<file path="src/rtl/wb_result_arbiter.sv">
// Writeback collector: per-source result FIFOs drained round-robin onto the scoreboard writeback ports.
// Latency: a result accepted in cycle c can be granted in c+1 and is shown on wb_*_o in c+2.
// Backpressure: src_ready_o drops when a source FIFO is full; the scoreboard side never stalls.
module wb_result_arbiter #(
    parameter int unsigned NR_SRC        = 4,
    parameter int unsigned FIFO_DEPTH    = 2,
    parameter int unsigned NR_WB_PORTS   = 2,
    parameter int unsigned TRANS_ID_BITS = 3
) (
    input  logic                     clk_i,
    input  logic                     rst_ni,
    input  logic                     flush_i,
    input  logic [NR_SRC-1:0]        src_valid_i,
    output logic [NR_SRC-1:0]        src_ready_o,
    input  logic [TRANS_ID_BITS-1:0] src_trans_id_i [NR_SRC-1:0],
    input  logic [63:0]              src_result_i   [NR_SRC-1:0],
    input  logic [NR_SRC-1:0]        src_ex_valid_i,
    input  logic [63:0]              src_ex_cause_i [NR_SRC-1:0],
    output logic [NR_WB_PORTS-1:0]   wb_valid_o,
    output logic [TRANS_ID_BITS-1:0] wb_trans_id_o  [NR_WB_PORTS-1:0],
    output logic [63:0]              wb_result_o    [NR_WB_PORTS-1:0],
    output logic [NR_WB_PORTS-1:0]   wb_ex_valid_o,
    output logic [63:0]              wb_ex_cause_o  [NR_WB_PORTS-1:0]
);

    localparam int unsigned CNT_W = $clog2(FIFO_DEPTH + 1);
    localparam int unsigned PTR_W = (FIFO_DEPTH > 1) ? $clog2(FIFO_DEPTH) : 1;
    localparam int unsigned RR_W  = (NR_SRC > 1) ? $clog2(NR_SRC) : 1;
    localparam int unsigned RR_W1 = RR_W + 1;

    typedef struct packed {
        logic [TRANS_ID_BITS-1:0] trans_id;
        logic [63:0]              result;
        logic                     ex_valid;
        logic [63:0]              ex_cause;
    } entry_t;

    entry_t           mem_q    [NR_SRC-1:0][FIFO_DEPTH-1:0];
    logic [PTR_W-1:0] rd_ptr_q [NR_SRC-1:0];
    logic [PTR_W-1:0] wr_ptr_q [NR_SRC-1:0];
    logic [CNT_W-1:0] cnt_q    [NR_SRC-1:0];
    logic [RR_W-1:0]  rr_q, rr_d;

    logic [NR_SRC-1:0] push, pop, nonempty, taken;
    entry_t            src_ent [NR_SRC-1:0];
    entry_t            head    [NR_SRC-1:0];

    logic [NR_WB_PORTS-1:0] port_vld;
    logic [RR_W-1:0]        port_src [NR_WB_PORTS-1:0];
    logic [RR_W:0]          arb_sum;
    logic [RR_W-1:0]        arb_idx;
    logic                   prev_ok;

    logic [NR_WB_PORTS-1:0]   wb_valid_q, wb_ex_valid_q;
    logic [TRANS_ID_BITS-1:0] wb_trans_id_q [NR_WB_PORTS-1:0];
    logic [63:0]              wb_result_q   [NR_WB_PORTS-1:0];
    logic [63:0]              wb_ex_cause_q [NR_WB_PORTS-1:0];

    function automatic logic [PTR_W-1:0] ptr_inc(input logic [PTR_W-1:0] p);
        return (p == PTR_W'(FIFO_DEPTH - 1)) ? '0 : p + PTR_W'(1);
    endfunction

    // Ready from registered occupancy only; push qualification and head/tail entries per source.
    always_comb begin
        for (int i = 0; i < NR_SRC; i++) begin
            src_ready_o[i] = (cnt_q[i] < CNT_W'(FIFO_DEPTH));
            nonempty[i]    = (cnt_q[i] != '0);
            src_ent[i]     = '{trans_id: src_trans_id_i[i], result: src_result_i[i],
                               ex_valid: src_ex_valid_i[i], ex_cause: src_ex_cause_i[i]};
            head[i]        = mem_q[i][rd_ptr_q[i]];
        end
        push = src_valid_i & src_ready_o & {NR_SRC{~flush_i}};
    end

    // Round-robin scan from rr_q: each port takes the next untaken non-empty source, ports fill in order.
    always_comb begin
        taken    = '0;
        port_vld = '0;
        arb_sum  = '0;
        arb_idx  = '0;
        prev_ok  = 1'b1;
        rr_d     = rr_q;
        for (int p = 0; p < NR_WB_PORTS; p++) begin
            port_src[p] = '0;
        end
        for (int p = 0; p < NR_WB_PORTS; p++) begin
            for (int k = 0; k < NR_SRC; k++) begin
                arb_sum = RR_W1'(rr_q) + RR_W1'(k);
                if (arb_sum >= RR_W1'(NR_SRC)) begin
                    arb_sum = arb_sum - RR_W1'(NR_SRC);
                end
                arb_idx = arb_sum[RR_W-1:0];
                if (prev_ok && !port_vld[p] && nonempty[arb_idx] && !taken[arb_idx]) begin
                    port_vld[p]     = 1'b1;
                    port_src[p]     = arb_idx;
                    taken[arb_idx]  = 1'b1;
                end
            end
            prev_ok = port_vld[p];
            if (port_vld[p]) begin
                arb_sum = RR_W1'(port_src[p]) + RR_W1'(1);
                if (arb_sum >= RR_W1'(NR_SRC)) begin
                    arb_sum = '0;
                end
                rr_d = arb_sum[RR_W-1:0];
            end
        end
        pop = taken & {NR_SRC{~flush_i}};
    end

    // FIFO pointers, occupancy and round-robin pointer; flush wipes them all.
    always_ff @(posedge clk_i or negedge rst_ni) begin
        if (!rst_ni) begin
            for (int i = 0; i < NR_SRC; i++) begin
                cnt_q[i]    <= '0;
                rd_ptr_q[i] <= '0;
                wr_ptr_q[i] <= '0;
            end
            rr_q <= '0;
        end else if (flush_i) begin
            for (int i = 0; i < NR_SRC; i++) begin
                cnt_q[i]    <= '0;
                rd_ptr_q[i] <= '0;
                wr_ptr_q[i] <= '0;
            end
            rr_q <= '0;
        end else begin
            for (int i = 0; i < NR_SRC; i++) begin
                if (push[i]) wr_ptr_q[i] <= ptr_inc(wr_ptr_q[i]);
                if (pop[i])  rd_ptr_q[i] <= ptr_inc(rd_ptr_q[i]);
                if (push[i] && !pop[i])      cnt_q[i] <= cnt_q[i] + CNT_W'(1);
                else if (pop[i] && !push[i]) cnt_q[i] <= cnt_q[i] - CNT_W'(1);
            end
            rr_q <= rr_d;
        end
    end

    // FIFO storage writes the tail; no reset needed since occupancy guards every read.
    always_ff @(posedge clk_i) begin
        for (int i = 0; i < NR_SRC; i++) begin
            if (push[i]) mem_q[i][wr_ptr_q[i]] <= src_ent[i];
        end
    end

    // Writeback registers load the granted heads; valid is single-cycle and cleared by flush.
    always_ff @(posedge clk_i or negedge rst_ni) begin
        if (!rst_ni) begin
            wb_valid_q    <= '0;
            wb_ex_valid_q <= '0;
            for (int p = 0; p < NR_WB_PORTS; p++) begin
                wb_trans_id_q[p] <= '0;
                wb_result_q[p]   <= '0;
                wb_ex_cause_q[p] <= '0;
            end
        end else begin
            for (int p = 0; p < NR_WB_PORTS; p++) begin
                wb_valid_q[p] <= port_vld[p] & ~flush_i;
                if (port_vld[p] && !flush_i) begin
                    wb_trans_id_q[p] <= head[port_src[p]].trans_id;
                    wb_result_q[p]   <= head[port_src[p]].result;
                    wb_ex_valid_q[p] <= head[port_src[p]].ex_valid;
                    wb_ex_cause_q[p] <= head[port_src[p]].ex_cause;
                end
            end
        end
    end

    // Drive outputs straight from the writeback registers.
    always_comb begin
        wb_valid_o    = wb_valid_q;
        wb_ex_valid_o = wb_ex_valid_q;
        for (int p = 0; p < NR_WB_PORTS; p++) begin
            wb_trans_id_o[p] = wb_trans_id_q[p];
            wb_result_o[p]   = wb_result_q[p];
            wb_ex_cause_o[p] = wb_ex_cause_q[p];
        end
    end

endmodule
</file>
<file path="config.mk">
export PLATFORM = sky130hd
export DESIGN_NAME = wb_result_arbiter
export DESIGN_NICKNAME = d
export VERILOG_FILES = /design/src/rtl/wb_result_arbiter.sv
export SDC_FILE = /design/constraint.sdc
export NUM_CORES = 2
export LEC_CHECK = 0
export CORE_MARGIN = 4
export CORE_UTILIZATION = 40
export CTS_CLUSTER_SIZE = 24
export DETAILED_ROUTE_END_ITERATION = 10
export GPL_ROUTABILITY_DRIVEN = 1
export GPL_TIMING_DRIVEN = 1
export PLACE_DENSITY = 0.72
export SETUP_SLACK_MARGIN = 0.05
export SLEW_MARGIN = 20
export SYNTH_ARGS = -nofsm -noshare
export SYNTH_HDL_FRONTEND = slang
export SYNTH_SLANG_ARGS = --single-unit
</file>
<file path="constraint.sdc">
create_clock -name clk_i -period 12.3 [get_ports clk_i]
set_input_delay 1.845 -clock clk_i [delete_from_list [all_inputs] [get_ports clk_i]]
set_output_delay 1.845 -clock clk_i [all_outputs]
set_load 0.05 [all_outputs]
</file>
==> impl_results.md <==
* Wire per inst at ~27 µm
* Fillers at 11,760
* Tmin final at 7272 ps
* Post-route ant nets at 0
* Worst slew pin tran at 1157 ps
* Setup-failing EPs final at 0
* Slew Viols, Final at 0
* CTS tree: built
* Mapped cell area at 56,920 µm²
* DP HPWL at 119.5 mm
* Final worst clock skew at 28.08 ps
* CTS Buffer Depth at 3
* Vias in the first global route at 39,170
* Register area share after synthesis at 0.6820
* DIE HEIGHT at 385.2 µm
* Slew headroom at 0.2284
* Worst r2r dst: wb_ex_cause_o[107]
* Cts repair resizes at 0
* Critical Path Start Type: flip-flop
* Unique masters post-synth at 66
* Worst setup endpoint: wb_ex_cause_o[107]
* CP Class: flip-flop to flip-flop
* Initial Utilization at 0.4025
* Initial antenna violation count at 74
* Finished Cell Area at about 71,000 µm²
* Syn. warnings at 0
* Final hold vios at 0
* Setup crit start: rr_q[0]
* Unrepaired setup endpoints after global routing: false
* Total track usage at 0.2429
* Crit-path max FO at around 160
* CTS H-tree lvls at 4
* Setup ws final at 5028 ps
* Sink Count at ~1,300
* First-pass GRT wire length at 263.6 mm
* GR Overflow Total at 0
* Die area at between 100,000 and 150,000 µm²
* Flop2flop setup slack at roughly 5000 ps
* IO Count at 805
* Reg2Reg Launch Point: rr_q[0]
* Share of layout cells above drive strength 1 at 0.06164
* Clock transition at path regs at 60 ps
* Die W at 385.2 µm
* Post-DP Area at 66,600 µm²
* Setup TNS at 0 ps
* Cts-stage hold buffer count at 0
* Hold Path Class: flip-flop to flip-flop
* Nets@finish at 5,372
* Core area at approximately 140,000 µm²
* Final GP Congestion at 0.8452
* Clock latency on the worst-skew pair at 780 ps
* Postcts setup bufs at 0
* Fmax at between 0.1 and 0.15 GHz
* Critical Path RT at 13,000 ps
* DR vias/cell at 5.781
* Iteration-0 DRC count of the detailed router at 3,833
* Period utilization at 0.5912
* Final core utilization at 0.5043
* Ys async rst share at 0.2119
* Reg2Reg Depth at 18
* Vias at 39,800
* Initial DRT Pass Iterations at 7
* Max cap viols at 0
* Remaining routing DRC violations at 0
* Syn_nets at 4,677
* # rows at 138
* Main synth FF type: edfxtp_1
* EDFF count, synth at 1,056
* Syn Area/Cell at 13.77 µm²
* Mapped Cells at 4,134
* Max incr delay on CP at 810 ps
* Status: finished, final reports clean
* Syn-to-layout area delta at 25.30%
* Seq cells post-synth at 1,340
* Crit. End Element: flip-flop
* Largest net degree at the start of global routing at 160
* CTS buffer count at 142
* Worst path slowest cell: o31ai_4
* Drt total wl at 186.7 mm
* CP Data Arrival Time at 7970 ps
* Sequence of cells on the critical path: buf_4 > inv_1 > ha_1 > inv_1 > mux4_2 > and3_1 > a211oi_1 > nand2_1 > o211ai_2 > a31o_4 > a21oi_1 > or3_4 > o31ai_4 > buf_4 > buf_12 > a211oi_1 > a211o_1 > a31oi_1
* DP Worst Slack at around 5000 ps
* I/O Buffers at 804
* CTS Root Cell: clkbuf_16
## cell usage in the layout, fill, tap and decap left out, drive strengths merged, types with 3 or more instances in the layout
master / netlist / layout
a2111oi: 5 / 5
dfrtp: 284 / 284
xor2: 5 / 5
a211o: 138 / 138
clkbuf: 252 / 199
diode: 0 / 46
clkdlybuf4s50: 0 / 803
inv: 12 / 21
clkinv: 0 / 42
o31ai: 3 / 3
o21ai: 11 / 11
nand3: 8 / 8
bufinv: 0 / 10
nor3b: 6 / 6
a21oi: 143 / 143
nor2: 294 / 294
mux4: 5 / 5
a21o: 4 / 4
clkinvlp: 0 / 3
or2: 6 / 6
ha: 8 / 8
and2: 5 / 5
a211oi: 404 / 404
a31oi: 267 / 267
nand2: 414 / 414
nor2b: 132 / 132
and3: 3 / 3
xnor2: 13 / 13
buf: 75 / 75
or3: 5 / 5
mux2i: 530 / 530
nor4: 4 / 4
edfxtp: 1056 / 1056
nor3: 12 / 12
## Yosys cell counts, types with 2 or more instances
| cell type | count | share of area |
|---|---|---|
| nand4_1 | 2 | 0.00022 |
| a211o_1 | 138 | 0.021 |
| o21a_1 | 2 | 0.00026 |
| nor4_1 | 4 | 0.00044 |
| or2_1 | 5 | 0.00055 |
| and3_1 | 3 | 0.00033 |
| inv_1 | 12 | 0.00079 |
| clkbuf_1 | 252 | 0.017 |
| nand3_1 | 8 | 0.00070 |
| or3_1 | 4 | 0.00044 |
| buf_2 | 37 | 0.0033 |
| ha_1 | 8 | 0.0018 |
| nor3b_1 | 6 | 0.00079 |
| xor2_1 | 5 | 0.00077 |
| a22oi_1 | 2 | 0.00026 |
| a31oi_1 | 267 | 0.029 |
| nor2_1 | 294 | 0.019 |
| o21ai_0 | 10 | 0.00088 |
| nand2_1 | 414 | 0.027 |
| nor3_1 | 11 | 0.00097 |
| a2111oi_2 | 2 | 0.00053 |
| a21oi_1 | 142 | 0.012 |
| a2111oi_0 | 2 | 0.00031 |
| xnor2_1 | 13 | 0.0020 |
| a211oi_1 | 404 | 0.053 |
| o31ai_1 | 2 | 0.00026 |
| o21bai_1 | 2 | 0.00026 |
| buf_6 | 30 | 0.0059 |
| a21o_1 | 4 | 0.00053 |
| mux4_2 | 5 | 0.0020 |
| nor2b_1 | 132 | 0.015 |
| dfrtp_1 | 284 | 0.12 |
| edfxtp_1 | 1056 | 0.56 |
| o2bb2ai_1 | 2 | 0.00031 |
| buf_1 | 7 | 0.00046 |
| and2_1 | 4 | 0.00044 |
| mux2i_1 | 530 | 0.093 |
## cell type report
type	count	area [µm²]	area share
inverters	12	45.04	0.0006316
flip-flops and latches	1340	38830	0.5445
well taps	1890	2365	0.03316
repair buffers	878	8696	0.1219
clock buffers	199	3931	0.05512
diodes	46	115.1	0.001614
clock inverters	64	674.4	0.009456
multi-input cells	2455	16660	0.2336
## worst min-delay path by stage
stage	to	start	cells past startpoint	slack, ps
after floorplan	wr_ptr_q[0]	wr_ptr_q[0]	2	520
after global placement	wb_result_o[30]	wb_result_o[30]	2	510
after detailed placement	wb_result_o[39]	wb_result_o[39]	2	520
after CTS	wb_result_o[39]	wb_result_o[39]	2	530
after global routing	wb_result_o[22]	wb_result_o[22]	2	560
final	wb_ex_cause_o[63]	wb_ex_cause_o[63]	2	530
## kinds of logic after synthesis
logic type | Yosys count | share of synthesized area
DFF | 1340 | 0.6820
AOI/OAI and AO/OA | 1000 | 0.1239
and+or+nand+nor | 893 | 0.06703
muxes | 536 | 0.09539
buffers and inverters | 339 | 0.02719
xor gates and xnor gates | 18 | 0.002770
adders and majority gates | 8 | 0.001759
## worst max-delay path: cells and delay by family (launching register included)
kind / cells / cell delay, ps
adder cells (fa/ha/maj): 1 / 730
AND/OR/NAND/NOR: 3 / 900
flip-flops: 1 / 320
AO/OA/AOI/OAI: 8 / 2250
multiplexers: 1 / 620
buffers and inverters: 5 / 2020
## metal layers
layer	vias to the layer above	routed length [µm]	track usage
met3	383	20630	0.08021
met2	2008	88470	0.3948
met5	-	392	0
met1	20010	71120	0.2998
li1	17340	-	-
met4	58	6079	0.09728
## registers in the layout, indices dropped and copies added (netlist names)
signal,flops
cnt_q,8
wb_trans_id_o,6
wb_result_o,128
rd_ptr_q,4
wr_ptr_q,4
wb_valid_o,2
mem_q,1056
wb_ex_valid_o,2
rr_q,2
wb_ex_cause_o,128
## through the flow
step | cells | hold WS, ps
after detailed placement | 6575 | 519.2
after global routing | 6859 | 557.9
after global placement | 6575 | 508.5
after floorplan | 4134 | 519.3
final | 6884 | 527.6
after CTS | 6838 | 531.2
Power is left out: the tool's default activity adds up to more than one toggle a clock period on the data nets, which glitch-free logic cannot reach.
